--- src/rtl/imem_loader.sv ---
// Unpacks a byte stream into 12-bit instructions and writes them to instruction memory.
// Latency: one write strobe the cycle after each completing byte; cpu_resetN rises the cycle after the good checksum.
// Backpressure: in_ready is high in every loading state (one byte per cycle) and low only in RUN.
//
// Ports:
//   clk, resetN                     clock and asynchronous active-low reset
//   in_valid, in_data, in_ready     byte stream handshake; a transfer is in_valid & in_ready
//   load_req                        single-cycle pulse; starts a reload, honoured only in RUN
//   imem_we, imem_addr, imem_wdata  instruction-memory write port
//   cpu_resetN                      active-low processor reset, released after a verified load
//   busy, error                     busy = not in RUN; error = sticky checksum failure
module imem_loader #(
  parameter int ADDR_WIDTH  = 8,
  parameter int INSTR_WIDTH = 12
) (
  input  logic                   clk,
  input  logic                   resetN,
  input  logic                   in_valid,
  input  logic [7:0]             in_data,
  output logic                   in_ready,
  input  logic                   load_req,
  output logic                   imem_we,
  output logic [ADDR_WIDTH-1:0]  imem_addr,
  output logic [INSTR_WIDTH-1:0] imem_wdata,
  output logic                   cpu_resetN,
  output logic                   busy,
  output logic                   error
);

  // One extra bit so a full-depth count (header 0) is representable.
  localparam int CNT_W = ADDR_WIDTH + 1;

  typedef enum logic [2:0] {
    HDR  = 3'd0,
    P0   = 3'd1,
    P1   = 3'd2,
    P2   = 3'd3,
    CSUM = 3'd4,
    RUN  = 3'd5
  } state_t;

  state_t                 state_q, state_d;
  logic [CNT_W-1:0]       n_q, n_d;
  logic [CNT_W-1:0]       cnt_q, cnt_d;
  logic [7:0]             acc_q, acc_d;
  logic [7:0]             b0_q, b0_d;
  logic [3:0]             nib_q, nib_d;
  logic                   in_ready_q, in_ready_d;
  logic                   busy_q, busy_d;
  logic                   we_q, we_d;
  logic [ADDR_WIDTH-1:0]  addr_q, addr_d;
  logic [INSTR_WIDTH-1:0] wdata_q, wdata_d;
  logic                   cpu_resetN_q, cpu_resetN_d;
  logic                   error_q, error_d;

  logic                   xfer;
  logic [CNT_W-1:0]       cnt_inc;
  logic                   last;

  assign xfer    = in_valid & in_ready_q;
  assign cnt_inc = cnt_q + CNT_W'(1);
  // True when the write being issued now is the N-th one.
  assign last    = (cnt_inc == n_q);

  always_comb begin
    state_d      = state_q;
    n_d          = n_q;
    cnt_d        = cnt_q;
    acc_d        = acc_q;
    b0_d         = b0_q;
    nib_d        = nib_q;
    we_d         = 1'b0;
    addr_d       = addr_q;
    wdata_d      = wdata_q;
    cpu_resetN_d = cpu_resetN_q;
    error_d      = error_q;

    case (state_q)
      HDR: begin
        if (xfer) begin
          // A zero header encodes a full-depth load.
          n_d     = (in_data == 8'd0) ? (CNT_W'(1) << ADDR_WIDTH) : CNT_W'(in_data);
          cnt_d   = '0;
          acc_d   = 8'd0;
          state_d = P0;
        end
      end
      P0: begin
        if (xfer) begin
          b0_d    = in_data;
          acc_d   = acc_q + in_data;
          state_d = P1;
        end
      end
      P1: begin
        if (xfer) begin
          // For an odd final instruction the low nibble here is padding; it is
          // captured but never used because the load goes straight to CSUM.
          acc_d   = acc_q + in_data;
          we_d    = 1'b1;
          addr_d  = cnt_q[ADDR_WIDTH-1:0];
          wdata_d = {b0_q, in_data[7:4]};
          nib_d   = in_data[3:0];
          cnt_d   = cnt_inc;
          state_d = last ? CSUM : P2;
        end
      end
      P2: begin
        if (xfer) begin
          acc_d   = acc_q + in_data;
          we_d    = 1'b1;
          addr_d  = cnt_q[ADDR_WIDTH-1:0];
          wdata_d = {nib_q, in_data};
          cnt_d   = cnt_inc;
          state_d = last ? CSUM : P0;
        end
      end
      CSUM: begin
        if (xfer) begin
          if (in_data == acc_q) begin
            cpu_resetN_d = 1'b1;
            error_d      = 1'b0;
            state_d      = RUN;
          end else begin
            error_d = 1'b1;
            state_d = HDR;
          end
        end
      end
      RUN: begin
        if (load_req) begin
          cpu_resetN_d = 1'b0;
          error_d      = 1'b0;
          state_d      = HDR;
        end
      end
      default: state_d = HDR;
    endcase

    // Registered so they reflect the state being entered.
    in_ready_d = (state_d != RUN);
    busy_d     = (state_d != RUN);
  end

  always_ff @(posedge clk or negedge resetN) begin
    if (!resetN) begin
      state_q      <= HDR;
      n_q          <= '0;
      cnt_q        <= '0;
      acc_q        <= 8'd0;
      b0_q         <= 8'd0;
      nib_q        <= 4'd0;
      in_ready_q   <= 1'b1;
      busy_q       <= 1'b1;
      we_q         <= 1'b0;
      addr_q       <= '0;
      wdata_q      <= '0;
      cpu_resetN_q <= 1'b0;
      error_q      <= 1'b0;
    end else begin
      state_q      <= state_d;
      n_q          <= n_d;
      cnt_q        <= cnt_d;
      acc_q        <= acc_d;
      b0_q         <= b0_d;
      nib_q        <= nib_d;
      in_ready_q   <= in_ready_d;
      busy_q       <= busy_d;
      we_q         <= we_d;
      addr_q       <= addr_d;
      wdata_q      <= wdata_d;
      cpu_resetN_q <= cpu_resetN_d;
      error_q      <= error_d;
    end
  end

  assign in_ready   = in_ready_q;
  assign busy       = busy_q;
  assign imem_we    = we_q;
  assign imem_addr  = addr_q;
  assign imem_wdata = wdata_q;
  assign cpu_resetN = cpu_resetN_q;
  assign error      = error_q;

endmodule

--- config.mk ---
export PLATFORM = sky130hd
export DESIGN_NAME = imem_loader
export DESIGN_NICKNAME = d
export VERILOG_FILES = /design/src/rtl/imem_loader.sv
export SDC_FILE = /design/constraint.sdc
export NUM_CORES = 1
export LEC_CHECK = 0
export CORE_MARGIN = 5
export CORE_UTILIZATION = 40
export DETAILED_ROUTE_END_ITERATION = 12
export HOLD_SLACK_MARGIN = 0.1
export PLACE_DENSITY_LB_ADDON = 0.08
export SKIP_CTS_REPAIR_TIMING = 1
export SYNTH_ARGS = -nofsm -noshare
export SYNTH_HDL_FRONTEND = slang
export SYNTH_SLANG_ARGS = --single-unit
--- constraint.sdc ---
create_clock -name clk -period 2.57 [get_ports clk]
set_clock_uncertainty 0.15 [all_clocks]
set_input_delay 0.514 -clock clk [delete_from_list [all_inputs] [get_ports clk]]
set_output_delay 0.514 -clock clk [all_outputs]
set_load 0.05 [all_outputs]
# Word level (Yosys, flattened, before mapping)
# Cells that the tools add are included.
[classes]
add_sub_neg = 2
n_eq_ne = 16
muxes = 29
n_bitwise = 1
n_reduce_logical = 17
[ops]
columns = ["op", "n"]
rows = [
  ["$mux W3", 9],
  ["$mux W9", 3],
  ["$mux W12", 2],
  ["$pmux W12 S2", 1],
  ["$pmux W3 S6", 1],
  ["$pmux W9 S2", 1],
  ["$mux W8", 2],
  ["$pmux W8 S2", 1],
  ["$ne A2 B2 Y1 const B", 6],
  ["$reduce_and A3 Y1", 4],
  ["$add A9 B1 Y9 const B", 1],
  ["$eq A9 B9 Y1", 1],
  ["$add A8 B8 Y8", 1],
  ["$eq A8 B8 Y1", 1],
  ["$logic_not A8 Y1", 1],
  ["$reduce_and A2 Y1", 4],
  ["$reduce_bool A2 Y1", 4],
  ["$mux W1", 7],
  ["$eq A3 B2 Y1 const B", 2],
  ["$eq A3 B3 Y1 const B", 2],
  ["$ne A2 B1 Y1 const B", 2],
  ["$pmux W1 S2", 2],
  ["$reduce_and A4 Y1", 1],
  ["$eq A3 B1 Y1 const B", 1],
  ["5 further kinds", 5],
]
[totals]
ff_bits = 65
inputBits = 12
elab_cells = 77

# Logic depth before layout (Yosys ltp)
[depth]
ltp_word = 6
mapped_depth = 7
depth_no_buf = 7

# Worst setup path before layout
# No wires, ideal clock.
[synth_timing]
kind = "input-to-reg"
from = "input port in_data[0]"
to = "register acc_q[6]"
arrival_time_ns = 1.894
t_required_ns = 2.299
path_slack_ns = 0.405
stages = 7
path_buffers = 0
path_cell_list = "ha_1 > fa_1 > a21o_1 > a21oi_1 > o21ai_0 > xor2_1 > a22o_1"
[synth_between]
elab_chain_cells = 3
[synth_lines]
columns = ["element", "line", "text"]
rows = [
  ["start, declared", "19", "input logic [7:0] in_data,"],
  ["$add A8 B8 Y8", "91, 99, 110", ""],
  ["$mux W8", "89, 96, 109", ""],
  ["$pmux W8 S2", "78", "case (state_q)"],
  ["end signal, assigned", "150", "acc_q <= 8'd0;"],
  ["end signal, assigned", "164", "acc_q <= acc_d;"],
  ["end, declared", "45", "logic [7:0] acc_q, acc_d;"],
]
# No other way between the ends. The select of a mux whose other input is x is not followed.
# A chain may end at the register's enable or synchronous reset.

==> reports/results.ini <==
[routing]
antenna_left = 0
drt_wl_total_mm = 7.770
drc = 0
drt_pass1_iterations = 4
num_vias = 2591
wl_per_cell_um = 15.60
drtIter0Drc = 76
avgViaCountPerCell = 5.203

[grt]
antenna_found_initial = 0
global_route.usage.total = 0.1645
gr-total-overflow = 0
grt_max_degree = 44
grt_pass1_vias = 2691
grt_first_pass_wirelength_mm = 13.34

[logic_synthesis]
netlist_area_sq_mm = 0.003395
postSynthCellCount = 334
synth-seq-area-share = 0.4795
syn-num-nets = 355
ys_warn_count = 0
synth_edf_count = 0
synth_ff_type = dfrtp_1
synth-async-reset-ratio = 1.000
ys_types = 56
synth.avg_cell_area_sq_um = 10.16
synth_seq_cells = 65

[place]
dp_hpwl_mm = 5.543
place_area_sq_mm = 0.003973
routabilityCongestion = 0.8192
dp.cells = 481
numPortBuffers = 36

[power_and_ir_drop]
p_leak_uw = 0.001882
ir_drop_uv = 725.5
p_per_area_mw_per_mm2 = 1205

[setup_path]
cp_top_family = buffers and inverters
required_ns = 1.91
worst-path-buf-inv = 1
path_cells = clkdlybuf4s50_1
setup.worst_path.end_class = output pin
crit_arrival_ns = 1.74
startpoint_type = register
path_class = register to output pin
cp_slowest_stage_delay_ns = 0.82
cp_slowest_cell = clkdlybuf4s50_1
crit_fanout = 6

[cells_and_area]
fin_nets = 409
drive_above_1_share = 0.1578
regArea_sq_mm = 0.001628
instances_no_fill = 498
antenna_cells = 0
area_growth_pct = 24.77
multi_input_area_sq_mm = 0.001673
utilization = 0.5129
nFillCells = 774
stdcell_area_sq_mm = 0.004235

[clocking]
cts-root-buf = clkbuf_8
cts_buffers = 9
cts_max_path_buffers = 2
htreeDepth = 3
cts_tree = done
clkLatencyLatePin_ns = 0.35
clk_pin_slew_worst_paths_ns = 0.08
cts.sinks = 65

[floorplan]
io_pins = 37
die_y_um = 102.1
fp.dieW_um = 102.1
start_util = 0.4111
row_count = 33
die-area_sq_mm = 0.01043
design.core.area_sq_mm = 0.008258

[run_status]
status = completed

[timing]
min_period_over_period = 0.9365
finalCriticalPeriod_ns = 2.407
fin_setup_tns_ns = 0
relSlewSlack = 0.6059
finalMaxSlewViolations = 0
finalSetupViolCount = 0
rsz0062_at_grt = false
worst_pin_slew_ns = 0.5911
hold_viol = 0
max_freq_mhz = 415.5

[min_path]
hold_class = register to register

[flow_run]
drv_cap = 0

layer usage:
| layer | wire length [um] | global-route usage | share of wire |
|---|---|---|---|
| met5 | 0 | 0 | 0 |
| met1 | 3665 | 0.2105 | 0.47 |
| met3 | 249 | 0.04505 | 0.032 |
| met4 | 47 | 0.03330 | 0.0060 |
| met2 | 3806 | 0.2809 | 0.49 |
logic make-up (layout without fill, tap and decap cells):
| family | after synthesis | count (layout) | share of synthesized area |
|---|---|---|---|
| mux | 32 | 32 | 0.1017 |
| simple gates | 122 | 122 | 0.1769 |
| compound gates | 72 | 72 | 0.1320 |
| fa+ha+maj | 9 | 9 | 0.03539 |
| xor+xnor | 16 | 16 | 0.04681 |
| flops | 65 | 65 | 0.4795 |
| buf+inv | 18 | 77 | 0.02764 |
power breakdown:
part / leakage (uW) / internal, uW / total, uW / switching (uW)
Clock: 0.000123 / 674 / 1100 / 427
Sequential: 0.000810 / 1410 / 1680 / 273
Combinational: 0.000949 / 986 / 2320 / 1330
Total: 0.00188 / 3070 / 5100 / 2030
flip-flops by register name, indices dropped and copies added (netlist names):
register    cells
acc_q           8
b0_q            8
busy            1
cnt_q           9
cpu_resetN      1
error           1
imem_addr       8
imem_wdata     12
imem_we         1
n_q             9
nib_q           4
state_q         3
metrics by stage:
step	setup WS, ns	power [uW]	hold slack [ns]
3_3_place_gp	-0.07809	4008	0.3092
3_5_place_dp	-0.1187	4050	0.3179
4_1_cts	0.1376	5166	0.02386
2_1_floorplan	0.4047	3328	0.06841
6_report	0.1631	5102	0.3310
5_1_grt	0.1111	5453	0.3572
final timing paths:
check / to / start / slack [ns] / cells after the start
worst max-delay path: in_ready / busy / 0.16 / 1
worst min-delay path: imem_addr[2] / imem_addr[2] / 0.33 / 2
worst max register to register: acc_q[6] / acc_q[0] / 0.47 / 7
worst min register to register: imem_addr[2] / imem_addr[2] / 0.33 / 2
max in group asynchronous: n_q[0] / resetN / 1.09 / 3
min in group asynchronous: imem_addr[5] / resetN / 0.55 / 2
area by class of cell:
type                    instances  area share
well taps                     105     0.03102
clock inverters                 6     0.02718
clock buffers                  10     0.03250
repair buffers                 59      0.1282
multi-input cells             251      0.3950
inverters                       2    0.001773
flip-flops and latches         65      0.3843
synthesized netlist by cell type, types with 8 or more instances:
| master | instances | share of area |
|---|---|---|
| dfrtp_1 | 64 | 0.47 |
| nand2_1 | 56 | 0.062 |
| o21ai_0 | 26 | 0.038 |
| nor2_1 | 13 | 0.014 |
| mux2i_1 | 12 | 0.035 |
| nand3_1 | 12 | 0.018 |
| o21ai_1 | 12 | 0.018 |
| mux2_2 | 11 | 0.036 |
| xnor2_1 | 11 | 0.028 |
| a21oi_1 | 9 | 0.013 |
| mux2_1 | 9 | 0.030 |
| ha_1 | 8 | 0.029 |
| nor3_1 | 8 | 0.012 |
placed cells by master (no fill, tap or decap), types with 3 or more instances in the layout:
master	n
ha_1	8
o31ai_1	6
dfrtp_1	64
nand2_1	56
nor2_1	13
xnor2_1	11
o21ai_1	12
clkbuf_8	10
mux2_1	9
nor4_1	3
o21ai_0	26
bufinv_16	3
mux2_2	11
a22o_1	4
nand3_1	12
a21oi_1	9
buf_4	21
nand2b_1	6
nor3_1	8
nor2b_1	4
xor2_1	4
clkdlybuf4s50_1	35
mux2i_1	12
Power figures use the tool's default switching activity.
